$ cat config.mk
export PLATFORM = sky130hd
export DESIGN_NAME = regfile_wb_arbiter_flat
export DESIGN_NICKNAME = d
export VERILOG_FILES = /design/src/rtl/regfile_wb_arbiter_if.sv /design/src/rtl/regfile_wb_arbiter.sv /design/src/flat_wrapper.sv
export SDC_FILE = /design/constraint.sdc
export NUM_CORES = 1
export LEC_CHECK = 0
export CORE_ASPECT_RATIO = 0.5
export CORE_MARGIN = 2
export CORE_UTILIZATION = 37
export CTS_CLUSTER_DIAMETER = 40
export CTS_CLUSTER_SIZE = 25
export DETAILED_ROUTE_END_ITERATION = 10
export HOLD_SLACK_MARGIN = 0.08
export PLACE_DENSITY = 0.95
export RECOVER_POWER = 25
export SLEW_MARGIN = 20
export SYNTH_ARGS = -nofsm -noshare
export SYNTH_HDL_FRONTEND = slang
export SYNTH_SLANG_ARGS = --single-unit
$ cat constraint.sdc
create_clock -name clk -period 5.5 [get_ports clk]
set_input_delay 0.825 -clock clk [delete_from_list [all_inputs] [get_ports clk]]
set_output_delay 0.825 -clock clk [all_outputs]
set_load 0.02 [all_outputs]
$ cat src/rtl/regfile_wb_arbiter_if.sv
// ----------------------------------------------------------------------------
// regfile_wb_arbiter_if
// Bundles the write-back requester handshake and the register file write port
// shared by the write-back arbiter.
//
// Parameters:
//   NREQ        number of write-back requesters (index 0 = pipeline)
// Signals:
//   req_valid   per-requester write request
//   req_rd      destination register, requester i at [5i+4:5i]
//   req_data    write data, requester i at [32i+31:32i]
//   req_ready   one-hot grant (handshake = valid && ready)
//   stall_pipe  forced-grant cycle, pipeline must hold its writeback
//   RegWriteW   register file write enable
//   wb_rd       register file destination address
//   ResultW     register file write data
// Modports:
//   master      requester / register-file side
//   slave       arbiter side
// ----------------------------------------------------------------------------
interface regfile_wb_arbiter_if #(
    parameter int NREQ = 3
);
    logic [NREQ-1:0]    req_valid;
    logic [5*NREQ-1:0]  req_rd;
    logic [32*NREQ-1:0] req_data;
    logic [NREQ-1:0]    req_ready;
    logic               stall_pipe;
    logic               RegWriteW;
    logic [4:0]         wb_rd;
    logic [31:0]        ResultW;

    modport master (
        output req_valid, req_rd, req_data,
        input  req_ready, stall_pipe, RegWriteW, wb_rd, ResultW
    );

    modport slave (
        input  req_valid, req_rd, req_data,
        output req_ready, stall_pipe, RegWriteW, wb_rd, ResultW
    );
endinterface

$ cat src/rtl/regfile_wb_arbiter.sv
// ----------------------------------------------------------------------------
// regfile_wb_arbiter
// Shares the register file's single write port among NREQ write-back
// requesters. Requester 0 (the in-order pipeline) has fixed highest priority;
// requesters 1..NREQ-1 are served round-robin. The winner's rd/data are
// registered and presented on the write port one cycle after the handshake.
// Writes to x0 complete the handshake but never raise RegWriteW.
//
// Optional feature macro: STARVE_GUARD_EN
//   defined   - a wait counter tracks how long low-priority requesters have
//               been blocked by requester 0; at MAX_WAIT the round-robin winner
//               is force-granted and stall_pipe is raised for that cycle.
//   undefined - no wait counter, stall_pipe tied low, requester 0 always wins.
//
// Parameters:
//   NREQ      number of requesters (2..8)
//   MAX_WAIT  blocked cycles before a forced grant (1..255)
// Ports:
//   clk       clock, all state changes on posedge
//   reset_n   asynchronous active-low reset
//   bus       regfile_wb_arbiter_if.slave (requests, grants, write port)
// ----------------------------------------------------------------------------
module regfile_wb_arbiter #(
    parameter int NREQ     = 3,
    parameter int MAX_WAIT = 4
) (
    input  logic                 clk,
    input  logic                 reset_n,
    regfile_wb_arbiter_if.slave  bus
);
    localparam int PTR_W = $clog2(NREQ);

    if (NREQ < 2 || NREQ > 8 || MAX_WAIT < 1 || MAX_WAIT > 255) begin : g_bad_param
        $error("regfile_wb_arbiter: NREQ must be 2..8 and MAX_WAIT 1..255");
    end

    // Registered state
    logic [PTR_W-1:0] rr_ptr_q, rr_ptr_d;
    logic             reg_write_q, reg_write_d;
    logic [4:0]       wb_rd_q, wb_rd_d;
    logic [31:0]      result_q, result_d;

`ifdef STARVE_GUARD_EN
    localparam int WAIT_W = $clog2(MAX_WAIT + 1);
    logic [WAIT_W-1:0] wait_cnt_q, wait_cnt_d;
`endif

    // Arbitration signals
    logic             lo_valid;
    logic             hi_found;
    logic [PTR_W-1:0] hi_first, lo_first, rr_idx;
    logic             forced;
    logic [NREQ-1:0]  grant;
    logic             lo_grant;
    logic [4:0]       sel_rd;
    logic [31:0]      sel_data;

    // Round-robin pick among 1..NREQ-1: the lowest valid index at or above
    // rr_ptr wins; if none, wrap to the lowest valid index overall.
    always_comb begin
        // NOTE: every variable gets a default first so no path leaves it
        // unassigned, which would otherwise infer a latch.
        lo_valid = 1'b0;
        hi_found = 1'b0;
        hi_first = '0;
        lo_first = '0;
        for (int j = NREQ - 1; j >= 1; j--) begin
            if (bus.req_valid[j]) begin
                lo_valid = 1'b1;
                lo_first = PTR_W'(j);
                if (j >= int'(rr_ptr_q)) begin
                    hi_found = 1'b1;
                    hi_first = PTR_W'(j);
                end
            end
        end
        rr_idx = hi_found ? hi_first : lo_first;
    end

`ifdef STARVE_GUARD_EN
    assign forced = lo_valid && (wait_cnt_q == WAIT_W'(MAX_WAIT));
`else
    assign forced = 1'b0;
`endif

    // Grant selection; grants and stall are held low while reset is asserted.
    always_comb begin
        grant          = '0;
        bus.stall_pipe = 1'b0;
        if (reset_n) begin
            if (forced) begin
                grant[rr_idx]  = 1'b1;
                bus.stall_pipe = 1'b1;
            end else if (bus.req_valid[0]) begin
                grant[0] = 1'b1;
            end else if (lo_valid) begin
                grant[rr_idx] = 1'b1;
            end
        end
    end

    assign bus.req_ready = grant;
    assign lo_grant      = |grant[NREQ-1:1];

    // Next-state logic
    always_comb begin
        sel_rd   = '0;
        sel_data = '0;
        for (int j = 0; j < NREQ; j++) begin
            if (grant[j]) begin
                sel_rd   = bus.req_rd[j*5 +: 5];
                sel_data = bus.req_data[j*32 +: 32];
            end
        end

        // An rd==0 handshake completes but must not write x0; address and
        // data then keep their previous value like any idle cycle.
        reg_write_d = (|grant) && (sel_rd != 5'd0);
        wb_rd_d     = reg_write_d ? sel_rd   : wb_rd_q;
        result_d    = reg_write_d ? sel_data : result_q;

        rr_ptr_d = rr_ptr_q;
        for (int j = 1; j < NREQ; j++) begin
            if (grant[j]) begin
                rr_ptr_d = (j == NREQ - 1) ? PTR_W'(1) : PTR_W'(j + 1);
            end
        end

`ifdef STARVE_GUARD_EN
        wait_cnt_d = wait_cnt_q;
        if (lo_grant) begin
            wait_cnt_d = '0;
        end else if (grant[0] && lo_valid && wait_cnt_q != WAIT_W'(MAX_WAIT)) begin
            wait_cnt_d = wait_cnt_q + WAIT_W'(1);
        end
`endif
    end

    // NOTE: sequential state uses non-blocking assignments so all flops sample
    // the same pre-edge values regardless of statement order.
    always_ff @(posedge clk or negedge reset_n) begin
        // NOTE: every flop here is real control/data state and is reset, so an
        // in-flight write is dropped the moment reset_n falls.
        if (!reset_n) begin
            rr_ptr_q    <= PTR_W'(1);
            reg_write_q <= 1'b0;
            wb_rd_q     <= '0;
            result_q    <= '0;
`ifdef STARVE_GUARD_EN
            wait_cnt_q  <= '0;
`endif
        end else begin
            rr_ptr_q    <= rr_ptr_d;
            reg_write_q <= reg_write_d;
            wb_rd_q     <= wb_rd_d;
            result_q    <= result_d;
`ifdef STARVE_GUARD_EN
            wait_cnt_q  <= wait_cnt_d;
`endif
        end
    end

    assign bus.RegWriteW = reg_write_q;
    assign bus.wb_rd     = wb_rd_q;
    assign bus.ResultW   = result_q;

endmodule
$ cat src/flat_wrapper.sv
// flat-port wrapper written by rule: the top's interface ports become plain ports
module regfile_wb_arbiter_flat 
#(
    parameter int NREQ     = 3,
    parameter int MAX_WAIT = 4
)
  (clk, reset_n, bus_req_valid, bus_req_rd, bus_req_data, bus_req_ready, bus_stall_pipe, bus_RegWriteW, bus_wb_rd, bus_ResultW);
  regfile_wb_arbiter_if #(.NREQ(NREQ)) bus_i ();
  input  logic clk;
  input  logic reset_n;
  input wire logic [$bits(bus_i.req_valid)-1:0] bus_req_valid;
  input wire logic [$bits(bus_i.req_rd)-1:0] bus_req_rd;
  input wire logic [$bits(bus_i.req_data)-1:0] bus_req_data;
  output wire logic [$bits(bus_i.req_ready)-1:0] bus_req_ready;
  output wire logic [$bits(bus_i.stall_pipe)-1:0] bus_stall_pipe;
  output wire logic [$bits(bus_i.RegWriteW)-1:0] bus_RegWriteW;
  output wire logic [$bits(bus_i.wb_rd)-1:0] bus_wb_rd;
  output wire logic [$bits(bus_i.ResultW)-1:0] bus_ResultW;
  assign bus_i.req_valid = bus_req_valid;
  assign bus_i.req_rd = bus_req_rd;
  assign bus_i.req_data = bus_req_data;
  assign bus_req_ready = bus_i.req_ready;
  assign bus_stall_pipe = bus_i.stall_pipe;
  assign bus_RegWriteW = bus_i.RegWriteW;
  assign bus_wb_rd = bus_i.wb_rd;
  assign bus_ResultW = bus_i.ResultW;
  regfile_wb_arbiter #(.NREQ(NREQ), .MAX_WAIT(MAX_WAIT)) u_core (.clk(clk), .reset_n(reset_n), .bus(bus_i));
endmodule
# Word-level counts from Yosys, hierarchy flattened
# Index checks and enable logic that the tools add are counted.
[totals] in_bits=116 word_cells=40 reg_bits=40 output_inout_bits=42
[op_classes] mux=27 order_cmp=4 n_reduce_logical=5
[op_table] op="two-way mux 32 bit" n=3
[op_table] op="two-way mux 2 bit" n=10
[op_table] op="two-way mux 5 bit" n=3
[op_table] op="two-way mux 1 bit" n=8
[op_table] op="two-way mux 3 bit" n=2
[op_table] op="nonzero test 5 bit" n=1
[op_table] op="less-than comparator 2 x 3 -> 1 bit (second input constant)" n=1
[op_table] op="OR reduction 3 bit" n=1
[op_table] op="demux 1 bit (select 2 bit)" n=1
[op_table] op=">= comparator 1 x 2 -> 1 bit (first input constant)" n=1
[op_table] op=">= comparator 2 x 1 -> 1 bit (second input constant)" n=1
[op_table] op=">= comparator 2 bit (first input constant)" n=1
[op_table] op="logical AND 1 bit" n=2
[op_table] op="nonzero test 2 bit" n=1

# Longest topological paths before layout
[logic_depth] depth_word=18 mapped_depth=10 depth_no_buf=6

# Worst setup path before layout
# OpenSTA, ideal clock, no wires.
[synth_timing] path_type="input -> output" start="in bus_req_valid[0]" end="out bus_req_ready[2]" arrival_time_ps=1847 path_stages=5 required_ps=4675 slack_ps=2828 path_cell_list="nand3b_1 > a21oi_4 > buf_4 > clkbuf_1 > buf_4"
[synth_via] elab_chain_cells=2
[synth_rtl] element="start: declaration" line="flat_wrapper.sv:11" source="input wire logic [$bits(bus_i.req_valid)-1:0] bus_req_valid;"
[synth_rtl] element="two-way mux 2 bit" line="regfile_wb_arbiter.sv:94" source="end else if (bus.req_valid[0]) begin"
[synth_rtl] element="two-way mux 3 bit" line="regfile_wb_arbiter.sv:90" source="if (reset_n) begin"
[synth_rtl] element="end: declaration" line="flat_wrapper.sv:14" source="output wire logic [$bits(bus_i.req_ready)-1:0] bus_req_ready;"
# Every way passes these cells.

# Worst setup path in the final report
[layout_timing] start="in reset_n" end="reg u_core.result_q[11], in the netlist u_core.bus.ResultW[11]"
[layout_via] elab_chain_cells=6 word_cells_on_any_way=10 cone_classes="mux (7); reduce/logical (3)"
[layout_rtl] element="start: declaration" line="flat_wrapper.sv:10" source="input logic reset_n;"
[layout_rtl] element="two-way mux 3 bit (*)" line="regfile_wb_arbiter.sv:90"
[layout_rtl] element="two-way mux 5 bit (3 in a row)" line="regfile_wb_arbiter.sv:110" source="if (grant[j]) begin"
[layout_rtl] element="nonzero test 5 bit" line="regfile_wb_arbiter.sv:118" source="reg_write_d = (|grant) && (sel_rd != 5'd0);"
[layout_rtl] element="logical AND 1 bit" line="regfile_wb_arbiter.sv:118"
[layout_rtl] element="end signal: assignment" line="regfile_wb_arbiter.sv:156" source="result_q <= result_d;"
[layout_rtl] element="end: declaration" line="regfile_wb_arbiter.sv:41" source="logic [31:0] result_q, result_d;"
# Mark *: on every way between the ends. The rest lies on a longest branch, timed or not.
# A chain may end at the register's enable or synchronous reset.

==> impl_results.md <==
* Outcome: completed
* Post-Syn Nets at 307
* Worst-Margin Slew at 1.104 ns
* Relative slew slack at 26.37%
* Max incr delay on CP at slightly above 0.9 ns
* Count of different cell masters after synthesis at 26
* Critical path origin: reset_n
* RSZ-0062 raised after global routing: false
* Post-CTS setup buffer count at 0
* Diodes inserted at 0
* Clk slew on worst S/H paths at about 0.060 ns
* Peak supply drop at 235.9 µV
* Worst Hold Launch: u_core.bus.ResultW[28]
* Sum Neg Setup Slack at 0 ns
* Fill cells at approximately 340
* Post-synthesis sequential area ratio at 47.40%
* Area contributors post-synth: dfrtp_1, a222oi_1, mux2i_1
* Largest net degree at the start of global routing at 45
* Ys async rst share at between 90% and 100%
* Initial DRT Pass Iterations at 7
* Synthesized area at roughly 2100 µm²
* WS Path Type: input port to flop
* WL met1 at ~3 mm
* Fin crit share at between 70% and 80%
* Crit Reg-Reg Startpoint: u_core.rr_ptr_q[0]
* Max-cap violations at 0
* Worst Setup End Kind: flop
* Final GP Congestion at ~0.80
* Crit path required time at about 5.7 ns
* Final Max Tran Viols at 0
* CP startpoint kind: input port
* Pleak at roughly 1.7 nW
* Die Wd at ~110 µm
* Synthesized flop and latch total at 40
* Root buffer cell: clkbuf_16
* TritonCTS clock tree: built
* # clock sinks at 40
* Endpoints failing hold at 0
* Hold bufs inserted after CTS at 0
* IO buf count at around 160
* Worst EP arrival at about 4.3 ns
* Total GRT Usage at approximately 25%
* Syn_area_per_cell at 11.07 µm²
* Cells after Synth at between 150 and 200
* H-tree levels at 2
* Layout cells sized above 1 at under 10%
* Top FF cell, synth: dfrtp_1
* YS warnings at 0
* Initial cell density of the core at around 39%
* # setup viols final at 0
* Cell Rows at 19
* DRC Markers at 0
* Post-synth top cells: inv_1, dfrtp_1, a222oi_1, mux2i_1, clkbuf_1
* Initial antenna violation count at 0
* Top Layer Used: met4
* Number of global-route vias before repair at ~2300
* NumNets Final at roughly 450
* WL met2 at about 4.4 mm
* Fin Hold WS at 0.5164 ns
* First-pass GRT wire length at roughly 12 mm
* Die H at 57.46 µm
* Initial drt markers at about 270
* Die area at 6372 µm²
* Clock Latency Late Sink at 0.28 ns
* Number of flops mapped to enable cells by yosys at 0
* Met3 routed WL at approximately 370 µm
* PD cells at roughly 270 nW/µm²
* Highest-delay cell along the critical path: a31oi_4
* Cell accounting for the most synthesized area: dfrtp_1
* Fmax at around 240 MHz
* WL per Instance at between 15 and 20 µm
* Hold crit path type: flop to flop
* Count leader, synth: inv_1
* I/O pin count at 158
* Total gr overflow at 0
* ANT nets after route at 0
* DP HPWL at approximately 5.8 mm
* Vias per Instance at approximately 5.5
* Critical-path cell list: clkbuf_1 > buf_4 > nand3b_2 > a31oi_4 > a221oi_1 > o22ai_1 > or4_2 > mux2i_1
* Final wirelength at around 8 mm
* Top-area cell type share of the netlist area at 46.15%
* Num CTS Buffers at 5
* Post-cts sizing count at 0
* Core Area at around 5500 µm²
* Clk_skew at a little under 0.006 ns
* Clock Tree Buf Depth at 2
* Final min period at around 4.2 ns
* Crit Path Max Fanout at 42
* Via count at between 2000 and 2500
* Syn-to-layout area delta at 82.31%
layout by cell type, fill, tap and decap left out:
| master | n |
|---|---|
| a221oi_1 | 2 |
| a21oi_1 | 3 |
| mux2i_1 | 32 |
| or4_2 | 1 |
| buf_16 | 1 |
| o21bai_1 | 3 |
| and2_1 | 1 |
| a21o_1 | 1 |
| conb_1 | 1 |
| inv_1 | 41 |
| a221oi_2 | 2 |
| clkbuf_8 | 1 |
| nor2b_1 | 2 |
| clkdlybuf4s50_1 | 155 |
| nand2_1 | 2 |
| dfrtp_1 | 39 |
| a31oi_4 | 1 |
| a21oi_4 | 1 |
| nand3b_1 | 1 |
| a22oi_1 | 1 |
| clkbuf_1 | 1 |
| dfstp_2 | 1 |
| nand2b_1 | 1 |
| o22ai_1 | 3 |
| clkbuf_16 | 5 |
| a222oi_1 | 32 |
| nand3b_2 | 1 |
| buf_4 | 2 |
| clkinv_2 | 2 |
flip-flops by register name (all words and copies together) (netlist names):
register	flops
u_core.bus.RegWriteW	1
u_core.bus.wb_rd	5
u_core.rr_ptr_q	2
u_core.bus.ResultW	32
path summary, 6_finish.rpt:
path	cells past startpoint	to	slack, ns
min	2	u_core.bus.ResultW[28]	0.52
max in group asynchronous	2	u_core.rr_ptr_q[0]	4.49
min reg2reg	2	u_core.bus.ResultW[28]	0.52
min in group asynchronous	2	u_core.bus.ResultW[10]	0.65
max reg2reg	6	u_core.bus.ResultW[11]	2.08
max	8	u_core.bus.ResultW[11]	1.34
metrics by stage:
stage	util [%]	total power [mW]	cells	area [µm²]	setup WS [ns]
global route	70.20	1.078	412	3855	1.031
CTS	69.72	1.041	411	3829	1.409
global placement	67.01	0.7268	403	3680	1.470
finish	70.20	1.037	412	3855	1.337
floorplan	-	0.5369	191	2115	2.828
detailed placement	67.01	0.7415	403	3680	1.283
power by group:
group | switching, mW | internal (mW) | leakage (nW)
sequential | 0.0297 | 0.341 | 0.515
combinational | 0.173 | 0.201 | 1.12
clock | 0.114 | 0.179 | 0.0766
cell families after synthesis:
family          Yosys count  synth area share, %
buf+inv                  60                12.66
other cells               1               0.1773
mux                      32                15.15
flops                    40                47.40
simple gates              9                2.782
compound gates           49                21.84
critical path: cells and delay by family:
kind	cells	cell delay [ns]
multiplexers	1	0.43
buffers and inverters	2	0.55
AO/OA/AOI/OAI	3	1.44
AND/OR/NAND/NOR	2	1.05
area by class of cell:
class / instances / area (µm²) / share of cell area, %
Tap cell: 73 / 91.34 / 2.369
Clock inverter: 2 / 10.01 / 0.2597
Multi-Input combinational cell: 91 / 860.8 / 22.33
Inverter: 41 / 153.9 / 3.992
Sequential cell: 40 / 1002 / 26.00
Clock buffer: 6 / 138.9 / 3.603
Timing Repair Buffer: 159 / 1598 / 41.45
metal layers:
| layer | global-route usage [%] | vias to the layer above |
|---|---|---|
| li1 | - | 1010 |
| met1 | 29.11 | 1126 |
| met3 | 5.101 | 26 |
| met5 | 0 | - |
| met2 | 46.10 | 98 |
| met4 | 9.464 | 0 |
Power figures use the tool's default switching activity.
